===== config.mk =====
export PLATFORM = sky130hd
export DESIGN_NAME = tick_generator
export DESIGN_NICKNAME = d
export VERILOG_FILES = /design/src/rtl/tick_generator.sv
export SDC_FILE = /design/constraint.sdc
export NUM_CORES = 1
export LEC_CHECK = 0
export BUFFER_PORTS_ARGS = -buffer_cell sky130_fd_sc_hd__clkbuf_2
export CAP_MARGIN = 5
export CORE_MARGIN = 2
export CORE_UTILIZATION = 40
export CTS_BUF_LIST = sky130_fd_sc_hd__clkbuf_4 sky130_fd_sc_hd__clkbuf_8 sky130_fd_sc_hd__clkbuf_16
export DETAILED_ROUTE_END_ITERATION = 10
export GPL_ROUTABILITY_DRIVEN = 0
export PLACE_DENSITY = 0.62
export RECOVER_POWER = 50
export SYNTH_ARGS = -nofsm -noshare
export SYNTH_HDL_FRONTEND = slang
export SYNTH_SLANG_ARGS = --single-unit

===== constraint.sdc =====
create_clock -name clk -period 2.86 [get_ports clk]
set_input_delay 0.429 -clock clk [delete_from_list [all_inputs] [get_ports clk]]
set_output_delay 0.429 -clock clk [all_outputs]
set_load 0.02 [all_outputs]

===== src/rtl/tick_generator.sv =====
// Timebase divider: one-cycle tick every PERIOD (or TPERIOD in turbo) enabled cycles, plus a
// 50% phase square wave. Define TICK_GEN_COUNTDOWN_EN to build the remaining/done countdown.
module tick_generator #(
  parameter int CLK_HZ    = 50_000_000,
  parameter int TICK_HZ   = 1,
  parameter int TURBO_DIV = 10,
  parameter int LIMIT     = 90,
  parameter int LIM_W     = 8
) (
  input  logic             clk,
  input  logic             reset,
  input  logic             enable,
  input  logic             turbo,
  input  logic             restart,
  output logic             tick,
  output logic             phase,
  output logic [LIM_W-1:0] remaining,
  output logic             done
);

  localparam int PERIOD  = CLK_HZ / TICK_HZ;
  localparam int TPERIOD = PERIOD / TURBO_DIV;
  localparam int CNT_W   = (PERIOD > 2) ? $clog2(PERIOD) : 1;

  localparam logic [CNT_W-1:0] P_LAST = CNT_W'(PERIOD - 1);
  localparam logic [CNT_W-1:0] T_LAST = CNT_W'(TPERIOD - 1);
  localparam logic [CNT_W-1:0] P_HALF = CNT_W'(PERIOD / 2);
  localparam logic [CNT_W-1:0] T_HALF = CNT_W'(TPERIOD / 2);

  logic [CNT_W-1:0] cnt, cntNext, lastCnt, halfCnt;
  logic             wrap, frozen;

  assign lastCnt = turbo ? T_LAST : P_LAST;
  assign halfCnt = turbo ? T_HALF : P_HALF;
  // >= so a turbo switch with cnt already past the short period wraps immediately
  assign wrap    = cnt >= lastCnt;
  assign cntNext = cnt + CNT_W'(1);

`ifdef TICK_GEN_COUNTDOWN_EN
  logic [LIM_W-1:0] remReg;
  logic             doneReg;

  always_ff @(posedge clk) begin
    if (reset || restart) begin
      remReg  <= LIM_W'(LIMIT);
      doneReg <= 1'b0;
    end else if (!doneReg && enable && wrap && remReg != '0) begin
      remReg <= remReg - LIM_W'(1);
      if (remReg == LIM_W'(1)) doneReg <= 1'b1;
    end
  end

  assign remaining = remReg;
  assign done      = doneReg;
  assign frozen    = doneReg;
`else
  assign remaining = '0;
  assign done      = 1'b0;
  assign frozen    = 1'b0;
`endif

  always_ff @(posedge clk) begin
    if (reset || restart) begin
      cnt   <= '0;
      tick  <= 1'b0;
      phase <= 1'b0;
    end else if (frozen) begin
      cnt   <= '0;
      tick  <= 1'b0;
      phase <= 1'b0;
    end else if (!enable) begin
      tick <= 1'b0;
    end else if (wrap) begin
      cnt   <= '0;
      tick  <= 1'b1;
      phase <= 1'b0;
    end else begin
      cnt  <= cntNext;
      tick <= 1'b0;
      if (cntNext == halfCnt) phase <= 1'b1;
    end
  end

endmodule


-- Word level (Yosys, flattened, before mapping)
Index checks and enable logic that the tools add are counted.
W data, S select, Z words.
- multiplexer cells: 6
- shift-type cells: 0
- bitwise operators: 1
- multipliers: 0
- divide/modulo/power cells: 0
- add/sub/neg operators: 1
- $lt $le $gt $ge: 1
- eq/ne operators: 1
- reductions and logical operators: 4
- operators by type and width (cell ; number):
    $mux W26 ; 2
    $add A26 B1 Y26 const B ; 1
    $eq A26 B25 Y1 ; 1
    $ge A26 B26 Y1 ; 1
    $mux W25 ; 1
    $mux W1 ; 3
    $reduce_and A2 Y1 ; 1
    $reduce_bool A2 Y1 ; 1
    $reduce_or A2 Y1 ; 1
    $logic_or A1 B1 Y1 ; 1
    $not A1 Y1 ; 1
- logic and storage cells: 17
- RAM bits: 0
- ROM bits: 0
- input bits: 5
- memories: 0
- register bits after elaboration: 28
- bits in latches: 0
- output and inout bits: 11

-- Depth between registers and ports, before layout
- depth after elaboration: 4
- gate-level depth with buffers: 9
- depth with buffers taken out: 9

-- Least setup slack after synthesis
OpenSTA, ideal clock, no wires.
- path kind: input-to-reg
- start point: input turbo
- end point: register cnt[7]
- path buffers: 1
- data required time: 2.796 ns
- path slack: 0.527 ns
- data arrival time: 2.269 ns
- stages: 9
- library setup time: 0.064 ns
- cell sequence: inv_1 -> ha_1 -> and3_1 -> a211o_1 -> a2111oi_0 -> o311a_1 -> o21ai_1 -> buf_2 -> nor2_1
- longest elaborated chain between the ends: 3
- ends and longest elaborated chain (item ; line ; text):
    start, declared ; 13 ; input logic turbo,
    $mux W26 ; 33 ; assign lastCnt = turbo ? T_LAST : P_LAST;
    $ge A26 B26 Y1 ; 36 ; assign wrap = cnt >= lastCnt;
    $mux W26 ; 73 ; end else if (wrap) begin
    end signal, assigned ; 78 ; cnt <= cntNext;
    end, declared ; 30 ; logic [CNT_W-1:0] cnt, cntNext, lastCnt, halfCnt;
No other way between the ends.
A chain may end at the register's enable or synchronous reset.

-- Worst setup path in the final report
- start point: register cnt[1]
- end point: register cnt[4]
- longest elaborated chain between the ends: 2
- elaborated cells between the ends (all ways): 3
- classes of those cells: add/sub: 1; order compare: 1; mux: 1
- ends and longest elaborated chain (item ; line):
    $add A26 B1 Y26 or $ge A26 B26 Y1 (tied branches) ; 37, 36
    $mux W26 (*) ; 73
Mark *: on every way between the ends. The rest lies on a longest branch, timed or not.

==> summary by stage <==
CTS
Clock latency on the worst-skew pair, taken at its later pin, is 280 ps. The post-CTS resize count is 0. The clock root buffer master is sky130_fd_sc_hd__clkbuf_8. TritonCTS built the clock tree. In this run, post-CTS hold repair placed 0 buffers. The number of clock buffers inserted by TritonCTS is 3. The clock slew at the register clock pins of the worst setup and hold paths is 90 ps. In this run the number of H-tree levels came out at 1. The clock net sink count is 28.

The maximum buffer depth of the clock tree is 2. The post-CTS setup buffer count is 0.

Worst setup path
The worst setup path category is flip-flop to flip-flop. The data arrival time at the worst-slack endpoint is 2770 ps. In this run the worst path has a maximum fanout of 9. STA classifies the critical path endpoint as a flip-flop.

The startpoint type of the worst setup path is a flip-flop. Setup slack on the worst reg-to-reg path comes out at 270 ps. The length in cells of the worst reg-to-reg path is 8. STA puts the critical path data required time at 3040 ps.

Finish
Of the cells placed in the final design, the portion with a size suffix greater than 1 is 0.126. After filler insertion, the fill cell instance count of the layout stands at 510. The area of the multi-input gates is 1420 um2.

The area growth from synthesis to layout is 9.40%. In the final layout, flip-flops and latches occupy 561 um2. The net count of the finished layout is 297. 0 antenna diodes ended up in the layout.

The post-layout instance area is 2310 um2. The final standard cell utilization of the core is 0.453. The post-layout instance count excluding filler cells is 347.

Global routing
The number of antenna violations at the first check in global routing is 0. Entering global routing, the biggest net connects 17 pins. The via count of the first global-routing pass is 1760. The first global-routing pass estimated 8450 um of wire. Global routing finished with a remaining overflow of 0. The overall global routing resource usage is 0.175.

Run status
The flow ran to the end, and the final reports show no timing, DRC or antenna violations.

Timing
In the final timing run, aggregate negative setup slack is 0 ps. In the finished design, the share of the clock period the worst path needs comes to 0.907. Setup violations remaining at the end of the flow were counted as 0. After layout, the minimum clock period comes to 2590 ps.

Setup repair after global routing left no endpoint under its margin. The final critical-path setup slack is 266 ps. The highest clock rate is 385 MHz. The clock tree skew after final layout is 2.13 ps. The number of hold-slack violations in the final timing report is 0.

The worst-case hold slack is 313 ps. The number of pins with negative max-slew slack in the final report was 0.

Routing
For this run, the detailed router's first-pass iteration total came to 4. For this run, design rule violations remaining after detail routing come to 0. Summed over all layers, the routed wires come to 4980 um.

The number of nets with antenna violations after routing is 0. Using the TritonRoute via totals, the vias-per-cell ratio works out to 5.47. In this run, the number of DRC markers left after iteration 0 of detailed routing was 131. The routed layout has 1897 vias. After detailed routing, the average wire length per cell comes to 14.4 um.

Logic synthesis
The fraction of the yosys area taken by sequential cells is 0.265. Of all flip-flops after synthesis, the portion carrying an async set or reset was 0. Of the total synthesized cell area, the portion taken by full adders, half adders and majority gates is 0.0828. The number of storage elements in the synthesis netlist is 28. Of the total synthesized cell area, the portion taken by AND, OR, NAND and NOR gates is 0.297. In this run the mean area of a mapped cell was 7.92 um2. The combinational family with the most area after synthesis is simple AND/OR/NAND/NOR gates. The number of distinct library cells after synthesis is 50. The xor and xnor fraction of the mapped netlist area is 0.137. After synthesis, the share of cell area in mux cells is 0.00473.

The area of the mapped netlist is 2120 um2. The dominant synthesized flop cell is sky130_fd_sc_hd__dfxtp_1. After technology mapping, the gate count stands at 267.

The number of synthesis warnings is 0. The post-synthesis compound-gate area fraction is 0.133. The number of enable flip-flop cells after synthesis is 0.

Power and ir drop
The analysis attributes to cell leakage a power of 0.835 nW. Power spread over the standard cell area amounts to 328 nW/um2. Across the VDD grid, the largest voltage drop is 0.234 mV. The overall power of the completed layout is 760 uW.

Floorplan
The die is 76.7 um tall. For this configuration, the core starts out at a cell density of 0.414. The die span in x is 76.7 um.

The die covers 5890 um2. After floorplanning, the core was divided into 26 placement rows. During I/O placement, the number of pins put on the boundary was 16. The core area is 5110 um2.

Place
The worst slack after detailed placement is 188 ps. Counting tap cells, the placed design contains a total of 343 instances. The number of input and output port buffers inserted is 6. The placed cell area is 2250 um2. After legalization and detailed placement, the total HPWL measured 3840 um.

Worst hold path
The number of cells on the worst hold path is 2. The class of the worst hold path is primary input to flip-flop.

Flow run
The number of max-capacitance violations reported is 0.
[state kept, by name, indices dropped and copies added, names as in the netlist]
name and count:
cnt 26, tick 1, phase 1
[cell usage in the layout, fill, tap and decap left out, types with 2 or more instances in the layout]
cell type / count
sky130_fd_sc_hd__a2111oi_0: 2
sky130_fd_sc_hd__a211o_1: 2
sky130_fd_sc_hd__a21o_1: 2
sky130_fd_sc_hd__a21oi_1: 5
sky130_fd_sc_hd__a311oi_1: 3
sky130_fd_sc_hd__a31o_2: 2
sky130_fd_sc_hd__a31oi_1: 3
sky130_fd_sc_hd__and2_1: 2
sky130_fd_sc_hd__and3_1: 4
sky130_fd_sc_hd__and4_1: 4
sky130_fd_sc_hd__buf_4: 16
sky130_fd_sc_hd__clkbuf_1: 3
sky130_fd_sc_hd__clkbuf_2: 4
sky130_fd_sc_hd__clkbuf_8: 3
sky130_fd_sc_hd__conb_1: 9
sky130_fd_sc_hd__dfxtp_1: 28
sky130_fd_sc_hd__ha_1: 14
sky130_fd_sc_hd__inv_1: 6
sky130_fd_sc_hd__nand2_1: 21
sky130_fd_sc_hd__nand3_1: 7
sky130_fd_sc_hd__nand4_1: 17
sky130_fd_sc_hd__nand4b_1: 2
sky130_fd_sc_hd__nor2_1: 34
sky130_fd_sc_hd__nor3_1: 7
sky130_fd_sc_hd__nor4_1: 5
sky130_fd_sc_hd__o21a_1: 2
sky130_fd_sc_hd__o21ai_0: 8
sky130_fd_sc_hd__o31ai_1: 2
sky130_fd_sc_hd__or2_2: 3
sky130_fd_sc_hd__or3_1: 3
sky130_fd_sc_hd__or4_1: 2
sky130_fd_sc_hd__xnor2_1: 14
sky130_fd_sc_hd__xor2_1: 19
[synthesized netlist by cell type, drive strengths merged (2+ instances only)]
library cell / instances / share of area
nand4: 18 / 0.056
inv: 6 / 0.011
dfxtp: 28 / 0.26
nand4b: 2 / 0.0083
a311oi: 3 / 0.012
or4: 2 / 0.0071
xnor2: 14 / 0.058
a31oi: 3 / 0.0089
nor2: 35 / 0.063
a21oi: 5 / 0.012
buf: 19 / 0.058
and4: 4 / 0.017
a211o: 2 / 0.0083
clkbuf: 6 / 0.011
nor4: 5 / 0.015
or2: 3 / 0.0089
nand3: 8 / 0.021
a31o: 2 / 0.0083
o21ai: 9 / 0.021
or3: 4 / 0.014
a21o: 2 / 0.0071
o31ai: 2 / 0.0071
nor3: 7 / 0.017
and3: 4 / 0.012
and2: 2 / 0.0059
a2111oi: 2 / 0.0083
xor2: 19 / 0.079
nand2: 21 / 0.037
o21a: 2 / 0.0071
ha: 14 / 0.083
[critical path, cell delays in order, from the launching register on]
cell and delay [ps]:
sky130_fd_sc_hd__dfxtp_1 440, sky130_fd_sc_hd__ha_1 340, sky130_fd_sc_hd__and4_1 370, sky130_fd_sc_hd__a211o_1 160
sky130_fd_sc_hd__a2111oi_0 80, sky130_fd_sc_hd__o311a_1 360, sky130_fd_sc_hd__o21ai_2 340, sky130_fd_sc_hd__clkbuf_1 310
sky130_fd_sc_hd__nor2_1 80
[worst paths after layout]
check | from | endpoint
max | cnt[1]$_SDFFE_PP0P_ | cnt[4]$_SDFFE_PP0P_
max reg2reg | cnt[1]$_SDFFE_PP0P_ | cnt[4]$_SDFFE_PP0P_
min reg2reg | phase$_SDFFE_PP0P_ | phase$_SDFFE_PP0P_
min | reset | tick$_SDFF_PP0_
[layer usage]
metal / global-route usage / routed length (um) / up-vias
met4: 0.0545 / 75 / 0
met2: 0.282 / 2220 / 32
li1: - / - / 968
met5: 0 / 0 / -
met3: 0.0224 / 146 / 7
met1: 0.241 / 2540 / 890
[area by class of cell]
| type | count | share of cell area |
|---|---|---|
| multi-input cells | 216 | 0.614 |
| well taps | 70 | 0.0378 |
| inverters | 6 | 0.00973 |
| clock inverters | 1 | 0.0130 |
| repair buffers | 23 | 0.0654 |
| flip-flops and latches | 28 | 0.242 |
| clock buffers | 3 | 0.0178 |
[cell families (layout without fill, tap and decap cells)]
logic type	Yosys count	count (layout)
flip-flops	28	28
buffers and inverters	31	33
AND/OR/NAND/NOR	119	119
AO/OA/AOI/OAI	40	40
XOR/XNOR	33	33
adder cells (fa/ha/maj)	14	14
other	1	9
multiplexers	1	1
[where the power goes]
group          switching, mW  internal [mW]  total [mW]
clock network          0.129          0.188       0.317
registers            0.00142          0.391       0.392
logic                 0.0360         0.0150      0.0510
total                  0.166          0.594       0.760
Power figures use the tool's default switching activity.
